### src/rtl/unlock_sequencer.sv
// Keypad door lock controller: password check, alarm on wrong entry, timed lockout
// after repeated failures, and an in-place password change mode.
module unlock_sequencer #(
  parameter int CLK_HZ    = 50_000_000,
  parameter int MAX_TRIES = 3,
  parameter int LOCK_SEC  = 30,
  parameter int ALARM_SEC = 10
) (
  input  logic       clk,
  input  logic       rst,
  input  logic       open_close,
  input  logic       reset_pw,
  input  logic       confirm_pw,
  input  logic       clean_pw,
  input  logic [3:0] p0,
  input  logic [3:0] p1,
  input  logic [3:0] p2,
  input  logic [3:0] p3,
  output logic       opened,
  output logic       show_pw,
  output logic       clear_entry,
  output logic       alarm,
  output logic       locked_out,
  output logic [1:0] fail_cnt,
  output logic [5:0] countdown
);

  localparam logic [1:0] S_LOCKED  = 2'd0;
  localparam logic [1:0] S_OPEN    = 2'd1;
  localparam logic [1:0] S_SETPW   = 2'd2;
  localparam logic [1:0] S_LOCKOUT = 2'd3;

  localparam int PRESC_W = (CLK_HZ > 1) ? $clog2(CLK_HZ) : 1;
  localparam logic [PRESC_W-1:0] PRESC_MAX  = PRESC_W'(CLK_HZ - 1);
  localparam logic [5:0]         LOCK_INIT  = 6'(LOCK_SEC);
  localparam logic [5:0]         ALARM_INIT = 6'(ALARM_SEC);
  localparam logic [2:0]         TRY_LIMIT  = 3'(MAX_TRIES);

  logic [1:0]         state_q, state_d;
  logic [15:0]        pw_q, pw_d;
  logic [PRESC_W-1:0] presc_q, presc_d;
  logic [5:0]         alarmTmr_q, alarmTmr_d;
  logic [5:0]         countdown_q, countdown_d;
  logic [1:0]         fail_q, fail_d;
  logic               opened_q, opened_d;
  logic               show_q, show_d;
  logic               clear_q, clear_d;
  logic               alarm_q, alarm_d;
  logic               lockout_q, lockout_d;

  logic        tick;
  logic [15:0] entry;
  logic        pwMatch;
  logic [2:0]  failNext;
  logic        keyOpen, keyConfirm, keyClean, keyReset;
  logic        wantClear;

  assign entry    = {p3, p2, p1, p0};
  assign tick     = (presc_q == PRESC_MAX);
  assign pwMatch  = (entry == pw_q);
  assign failNext = {1'b0, fail_q} + 3'd1;

  // Only the highest-priority pulse of a cycle is acted on; the rest are dropped.
  assign keyOpen    = open_close;
  assign keyConfirm = confirm_pw & ~open_close;
  assign keyClean   = clean_pw & ~open_close & ~confirm_pw;
  assign keyReset   = reset_pw & ~open_close & ~confirm_pw & ~clean_pw;

  always_comb begin
    state_d     = state_q;
    pw_d        = pw_q;
    presc_d     = tick ? '0 : presc_q + 1'b1;
    alarmTmr_d  = alarmTmr_q;
    countdown_d = countdown_q;
    fail_d      = fail_q;
    opened_d    = opened_q;
    show_d      = show_q;
    alarm_d     = alarm_q;
    lockout_d   = lockout_q;
    wantClear   = 1'b0;

    case (state_q)
      S_LOCKED: begin
        if (tick && alarmTmr_q != 6'd0) begin
          alarmTmr_d = alarmTmr_q - 6'd1;
          if (alarmTmr_q == 6'd1) alarm_d = 1'b0;
        end
        if (keyOpen) begin
          wantClear = 1'b1;
          if (pwMatch) begin
            state_d    = S_OPEN;
            opened_d   = 1'b1;
            fail_d     = 2'd0;
            alarm_d    = 1'b0;
            alarmTmr_d = 6'd0;
          end else if (failNext < TRY_LIMIT) begin
            fail_d     = failNext[1:0];
            alarm_d    = 1'b1;
            alarmTmr_d = ALARM_INIT;
            presc_d    = '0;
          end else begin
            state_d     = S_LOCKOUT;
            lockout_d   = 1'b1;
            alarm_d     = 1'b1;
            countdown_d = LOCK_INIT;
            fail_d      = 2'd0;
            alarmTmr_d  = 6'd0;
            presc_d     = '0;
          end
        end
      end
      S_OPEN: begin
        if (keyOpen) begin
          state_d   = S_LOCKED;
          opened_d  = 1'b0;
          wantClear = 1'b1;
        end else if (keyClean) begin
          pw_d = 16'h0000;
        end else if (keyReset) begin
          state_d   = S_SETPW;
          show_d    = 1'b1;
          wantClear = 1'b1;
        end
      end
      S_SETPW: begin
        if (keyOpen) begin
          state_d   = S_LOCKED;
          show_d    = 1'b0;
          opened_d  = 1'b0;
          wantClear = 1'b1;
        end else if (keyConfirm) begin
          pw_d      = entry;
          state_d   = S_OPEN;
          show_d    = 1'b0;
          wantClear = 1'b1;
        end else if (keyClean) begin
          pw_d    = 16'h0000;
          state_d = S_OPEN;
          show_d  = 1'b0;
        end
      end
      default: begin
        if (tick) begin
          countdown_d = countdown_q - 6'd1;
          if (countdown_q == 6'd1) begin
            state_d   = S_LOCKED;
            lockout_d = 1'b0;
            alarm_d   = 1'b0;
          end
        end
      end
    endcase

    // A clear request right after a clear pulse is swallowed so the pulse stays one cycle.
    clear_d = wantClear & ~clear_q;
  end

  always_ff @(posedge clk or negedge rst) begin
    if (!rst) begin
      state_q     <= S_LOCKED;
      pw_q        <= 16'h0000;
      presc_q     <= '0;
      alarmTmr_q  <= 6'd0;
      countdown_q <= 6'd0;
      fail_q      <= 2'd0;
      opened_q    <= 1'b0;
      show_q      <= 1'b0;
      clear_q     <= 1'b0;
      alarm_q     <= 1'b0;
      lockout_q   <= 1'b0;
    end else begin
      state_q     <= state_d;
      pw_q        <= pw_d;
      presc_q     <= presc_d;
      alarmTmr_q  <= alarmTmr_d;
      countdown_q <= countdown_d;
      fail_q      <= fail_d;
      opened_q    <= opened_d;
      show_q      <= show_d;
      clear_q     <= clear_d;
      alarm_q     <= alarm_d;
      lockout_q   <= lockout_d;
    end
  end

  assign opened      = opened_q;
  assign show_pw     = show_q;
  assign clear_entry = clear_q;
  assign alarm       = alarm_q;
  assign locked_out  = lockout_q;
  assign fail_cnt    = fail_q;
  assign countdown   = countdown_q;

endmodule

### config.mk
export PLATFORM = sky130hd
export DESIGN_NAME = unlock_sequencer
export DESIGN_NICKNAME = d
export VERILOG_FILES = /design/src/rtl/unlock_sequencer.sv
export SDC_FILE = /design/constraint.sdc
export NUM_CORES = 1
export LEC_CHECK = 0
export BUFFER_PORTS_ARGS = -buffer_cell sky130_fd_sc_hd__buf_2
export CAP_MARGIN = 20
export CORE_MARGIN = 1.5
export CORE_UTILIZATION = 50
export DETAILED_ROUTE_END_ITERATION = 8
export PLACE_DENSITY = 0.69
export SETUP_SLACK_MARGIN = 0.1
export SYNTH_ARGS = -nofsm -noshare
export SYNTH_HDL_FRONTEND = slang
export SYNTH_SLANG_ARGS = --single-unit
### constraint.sdc
create_clock -name clk -period 4.8 [get_ports clk]
set_input_delay 0.24 -clock clk [delete_from_list [all_inputs] [get_ports clk]]
set_output_delay 0.24 -clock clk [all_outputs]
set_load 0.02 [all_outputs]
==> flow_summary.json, run 1 <==
{
  "synth_fa_ha_area_frac": 0.0365,
  "grt_max_degree": 64,
  "core_area_um2": 6490,
  "nets": 408,
  "cts_hold_buf": 0,
  "drt_iter0_markers": 125,
  "synth_top_family_by_area": "simple AND/OR/NAND/NOR gates",
  "fin_crit_ps": 2870,
  "nFillCells": 564,
  "post-synth-top-area-cell": "dfrtp_1",
  "syn_to_final_growth_pct": 13.0,
  "portBuffers": 34,
  "fin_total_pwr_mw": 1.88,
  "fin_skew_ps": 8.24,
  "setup_viol": 0,
  "dr.pass1.iters": 4,
  "crit_chain": "inv_1, ha_1, nand2_1, o31ai_1, o21ai_0, o2bb2ai_1",
  "yosysUniqueCellTypes": 54,
  "cts_buffers": 9,
  "syn_nets": 371,
  "cp.required_ps": 5030,
  "antenna_found_initial": 0,
  "place_inst": 441,
  "hold_class": "primary input to async pin",
  "hold_viol_final": 0,
  "synth-simple-area-share": 0.237,
  "cts_tree": "done",
  "synthArstFlopShare": 1.00,
  "synth_area_um2": 3420,
  "fin_ws_ps": 1930,
  "post-dp-hpwl_um": 4460,
  "synth_xor_xnor_area_share": 0.107,
  "setup_tns_ps": 0,
  "max_stage_delay_ps": 750,
  "diodes": 0,
  "initial_core_util": 0.527,
  "h-tree-depth": 3,
  "ys_seq_area_frac": 0.460,
  "synth_compound_area_frac": 0.120,
  "criticalPathCategory": "flip-flop to flip-flop",
  "layout-drive-gt1-share": 0.184,
  "synthMuxAreaShare": 0.0124,
  "synth_edf_count": 0,
  "io_pins": 35,
  "rsz0062_at_grt": "false",
  "die_w_um": 85.8,
  "routedWlPerCell_um": 14.5,
  "place.gp.congestion": 0.728,
  "max-cap-violations": 0,
  "synth.area.top_cells": "dfrtp_1 (46%), xnor2_1 (5.9%), nor2_1 (5.0%)",
  "yosys_register_bits": 63,
  "power.density_nw_per_um2": 487,
  "grt_pass1_wl_um": 11600,
  "clock.fmax_mhz": 349,
  "rr_worst_depth": 6,
  "finalCritPeriodShare": 0.597,
  "ir_drop_uv": 233,
  "start_kind": "flip-flop",
  "design_area_um2": 3870,
  "place_ws_ps": 1880,
  "status": "completed",
  "post_cts_buffers": 0,
  "clkTransAtPathRegs_ps": 70,
  "yosys_most_used_dff": "dfrtp_1",
  "clk_latency_ps": 340,
  "tightest_slew_ps": 902,
  "worst_setup_path_end_kind": "flip-flop",
  "worstReg2RegStart": "state_q[0]",
  "cts_root_buf": "clkbuf_8",
  "max_slew_margin": 0.399,
  "synth_top_cell_area_share": 0.460,
  "die_y_um": 85.8,
  "critPathSlowestCell": "ha_1",
  "netlist_instances": 339,
  "cp.arrival_ps": 3100,
  "post_cts_resize_count": 0,
  "crit_path_max_fanout": 26,
  "ys_warn_count": 0,
  "p_leak_nw": 1.79,
  "grt_pass1_vias": 2503,
  "timing.rr.end": "countdown[5]",
  "finalMaxSlewViolations": 0,
  "placed_area_um2": 3660,
  "routed_wl_um": 6650,
  "overflow": 0,
  "drtAntennaViolNets": 0,
  "num_rows": 29,
  "avgViaCountPerCell": 5.73,
  "grt.total_usage": 0.202,
  "die-area_um2": 7350,
  "cts_sinks": 63,
  "drc": 0,
  "syn-mean-instance-area_um2": 10.1,
  "r2r_setup_slack_ps": 1930,
  "cts_buffer_depth": 2,
  "vias": 2625,
  "stdcell_count": 458
}
==> layout make-up <==
type	count	area [µm²]	share of cell area
clock inverter	6	60.1	0.0155
tap	77	96.3	0.0249
clock buffer	10	138	0.0356
sequential	63	1580	0.407
timing repair buffer	37	200	0.0517
inverter	11	41.3	0.0107
multi-input combinational	254	1760	0.454
==> routing by layer <==
layer | global-route usage | vias to the layer above | part of all wire | routed length, µm
li1 | - | 1287 | - | -
met5 | 0 | - | 0 | 0
met1 | 0.279 | 1289 | 0.50 | 3300
met2 | 0.306 | 40 | 0.46 | 3050
met3 | 0.0472 | 9 | 0.030 | 197
met4 | 0.0836 | 0 | 0.015 | 99
==> sequential cells by signal, indices dropped and copies added (netlist names) <==
| register | count |
|---|---|
| alarm | 1 |
| alarmTmr_q | 6 |
| clear_entry | 1 |
| countdown | 6 |
| fail_cnt | 2 |
| locked_out | 1 |
| opened | 1 |
| presc_q | 26 |
| pw_q | 16 |
| show_pw | 1 |
| state_q | 2 |
==> logic make-up (layout without fill, tap and decap cells) <==
family,count (synthesis),count (layout)
muxes,4,4
adders and majority gates,10,10
DFF,63,63
AOI/OAI and AO/OA,55,55
and+or+nand+nor,143,143
buffers and inverters,22,64
xor gates and xnor gates,42,42
==> placed cells by master (no fill, tap or decap), types with 3 or more instances in the layout <==
master	n
nor3_1	4
a211oi_1	3
and3_1	6
nand4_1	13
ha_1	10
nor2_1	46
nor3b_1	4
nor2b_1	3
a21oi_1	7
o21ai_0	7
o22ai_1	3
clkbuf_8	10
xor2_1	19
a21o_1	3
or3_1	3
inv_1	11
xnor2_1	23
clkinv_2	3
nand2_1	21
nand3_1	16
dfrtp_1	63
buf_2	34
nor4_1	4
a22o_1	16
nand2b_1	3
==> cells in the mapped netlist (4+ instances only) <==
cell type	instances
a21oi_1	7
a22o_1	16
and3_1	6
buf_2	4
clkbuf_1	6
dfrtp_1	63
ha_1	10
inv_1	11
nand2_1	21
nand3_1	16
nand4_1	13
nor2_1	46
nor3_1	4
nor3b_1	4
nor4_1	4
o21ai_0	7
xnor2_1	23
xor2_1	19
==> power by group <==
group	leakage (nW)	internal [mW]	total, mW	switching (mW)
clock network	0.0981	0.251	0.463	0.212
logic	0.865	0.283	0.642	0.359
registers	0.825	0.660	0.780	0.119
total	1.79	1.19	1.88	0.691
==> worst max-delay path, delay by kind of cell (launching register included) <==
kind	cells	cell delay, ps
AND/OR/NAND/NOR	1	380
flip-flops	1	410
AO/OA/AOI/OAI	3	1120
adder cells (fa/ha/maj)	1	750
buffers and inverters	1	90
==> worst max path at each step <==
stage | depth (start not counted) | start | slack [ps] | endpoint
2_1_floorplan | 5 | countdown[3] | 2810 | state_q[0]
3_3_place_gp | 5 | state_q[0] | 2020 | presc_q[21]
5_1_grt | 6 | state_q[1] | 1650 | countdown[5]
3_5_place_dp | 5 | state_q[0] | 1880 | presc_q[15]
6_report | 6 | state_q[0] | 1930 | countdown[5]
4_1_cts | 5 | state_q[0] | 1890 | presc_q[4]
==> per-stage QoR <==
step | hold WS [ps] | utilization
2_1_floorplan | -55.6 | -
3_3_place_gp | 424 | 0.563
3_5_place_dp | 426 | 0.563
4_1_cts | 70.9 | 0.594
5_1_grt | 73.5 | 0.596
6_report | 56.0 | 0.596
Power figures use the tool's default switching activity.
==> run 2: changes to the inputs <==
PLACE_DENSITY = 0.72   (was 0.69)
clock period = 2.6 ns   (was 4.8 ns; I/O delays follow)
==> run 2 against run 1 <==
  * Combinational power rose by 88%
  * Critical path depth did not move
  * Setup slack got worse by 1500 ps
  * Cell area rose by 0.81%
  * Critical endpoint is now state_q[1]
  * Largest cell class unchanged
==> flow_summary.json, run 2 (synthesis gave the netlist of run 1 again) <==
{
  "grt.total_usage": 0.208,
  "reg_top3": "presc_q: 26 flops, pw_q: 16 flops",
  "cts_tree": "done",
  "diodes": 0,
  "cts_sinks": 63,
  "layout-drive-gt1-share": 0.181,
  "worst_setup_path_end_kind": "flip-flop",
  "largest_reg_flops": 26,
  "power.density_nw_per_um2": 890,
  "vias": 2637,
  "endpoint": "state_q[1]",
  "max_stage_delay_ps": 460,
  "clkTransAtPathRegs_ps": 70,
  "finalMaxSlewViolations": 0,
  "max_slew_margin": 0.520,
  "tightest_slew_ps": 720,
  "layout_commonest_cell": "dfrtp_1",
  "setup_viol": 0,
  "fin_skew_ps": 9.33,
  "crit_path_start": "presc_q[16]",
  "layout_common_cells": "dfrtp_1 (63), nor2_1 (46), buf_2 (34)",
  "start_kind": "flip-flop",
  "die_y_um": 85.8,
  "critPathSlowestCell": "nor4b_1",
  "cts_root_buf": "clkbuf_8",
  "setup_tns_ps": 0,
  "drtAntennaViolNets": 0,
  "routedWlPerCell_um": 14.7,
  "fin_crit_ps": 2130,
  "die-area_um2": 7350,
  "post_cts_buffers": 0,
  "worst-path-buf-inv": 0,
  "initial_core_util": 0.527,
  "grt_pass1_vias": 2584,
  "rr_worst_depth": 6,
  "cts_buffers": 9,
  "p_leak_nw": 1.81,
  "hold_class": "primary input to flip-flop",
  "worstReg2RegStart": "presc_q[16]",
  "hold_viol_final": 0,
  "timing.rr.end": "state_q[1]",
  "antenna_found_initial": 0,
  "dr.pass1.iters": 5,
  "cp.required_ps": 2820,
  "syn_to_final_growth_pct": 14.0,
  "rsz0062_at_grt": "false",
  "max-cap-violations": 0,
  "finalCritPeriodShare": 0.819,
  "worst_path_most_repeated_cell": "and3_4",
  "die_w_um": 85.8,
  "place_inst": 447,
  "drc": 0,
  "criticalPathCategory": "flip-flop to flip-flop",
  "num_rows": 29,
  "avgViaCountPerCell": 5.70,
  "grt_pass1_wl_um": 12200,
  "overflow": 0,
  "crit_path_max_fanout": 5,
  "clock.fmax_mhz": 470,
  "ir_drop_uv": 438,
  "cts_buffer_depth": 2,
  "nets": 415,
  "drt_iter0_markers": 106,
  "post-dp-hpwl_um": 4890,
  "place.gp.congestion": 0.785,
  "clk_latency_ps": 340,
  "portBuffers": 34,
  "routed_wl_um": 6830,
  "regMostFlops": "presc_q",
  "crit_chain": "nor4b_1, and3_4, and3_4, a21oi_2, o22ai_2, mux2_2",
  "grt_max_degree": 33,
  "cp.depth": 6,
  "r2r_setup_slack_ps": 470,
  "stdcell_count": 463,
  "h-tree-depth": 3,
  "cp.arrival_ps": 2350,
  "cp_top_family": "simple AND/OR/NAND/NOR gates",
  "core_area_um2": 6490,
  "io_pins": 35,
  "status": "completed"
}
## run 2: how the worst min path moves through the flow
stage                     startpoint          end  slack, ps  cells past startpoint
after floorplan                  rst        alarm       -170                      0
after global routing      confirm_pw      show_pw         20                      2
after CTS                 confirm_pw      show_pw         10                      2
after global placement           rst  presc_q[17]        230                      1
final                     confirm_pw      show_pw         30                      2
after detailed placement         rst  presc_q[16]        220                      1
## run 2: repair_timing
| item | 4_1_cts | 5_1_grt |
|---|---|---|
| endpoints found under the hold margin | 31 | 0 |
| gates resized for setup | 0 | 0 |
| hold buffers | 2 | 0 |
## run 2: area by class of cell
class                      instances  area (µm²)
inverter                          11        41.3
sequential                        63        1580
timing repair buffer              44         250
fill                             540        2590
tap                               77        96.3
multi-input combinational        254        1760
clock buffer                      13         149
clock inverter                     1        30.0
## run 2: metal layers
layer  wire length, µm  global-route usage  part of all wire  up-vias
met4                74              0.0718             0.011        0
met1              3440               0.297              0.50     1288
met3               228              0.0539             0.033        5
met2              3080               0.308              0.45       51
li1                  -                   -                 -     1293
met5                 0                   0                 0        -
## run 2: power breakdown
part | switching (mW) | internal (mW) | total, mW
clock | 0.351 | 0.460 | 0.811
combinational | 0.675 | 0.539 | 1.21
sequential | 0.231 | 1.22 | 1.45
## run 2: per-stage QoR
| stage | power, mW | setup slack [ps] | hold slack, ps | cell area, µm² | util |
|---|---|---|---|---|---|
| after floorplan | 2.33 | 614 | -166 | 3420 | - |
| after global placement | 2.64 | 575 | 233 | 3700 | 0.570 |
| after detailed placement | 2.67 | 503 | 223 | 3700 | 0.570 |
| after CTS | 3.50 | 483 | 13.9 | 3900 | 0.601 |
| after global routing | 3.74 | 195 | 22.8 | 3900 | 0.601 |
| final | 3.48 | 470 | 31.9 | 3900 | 0.601 |
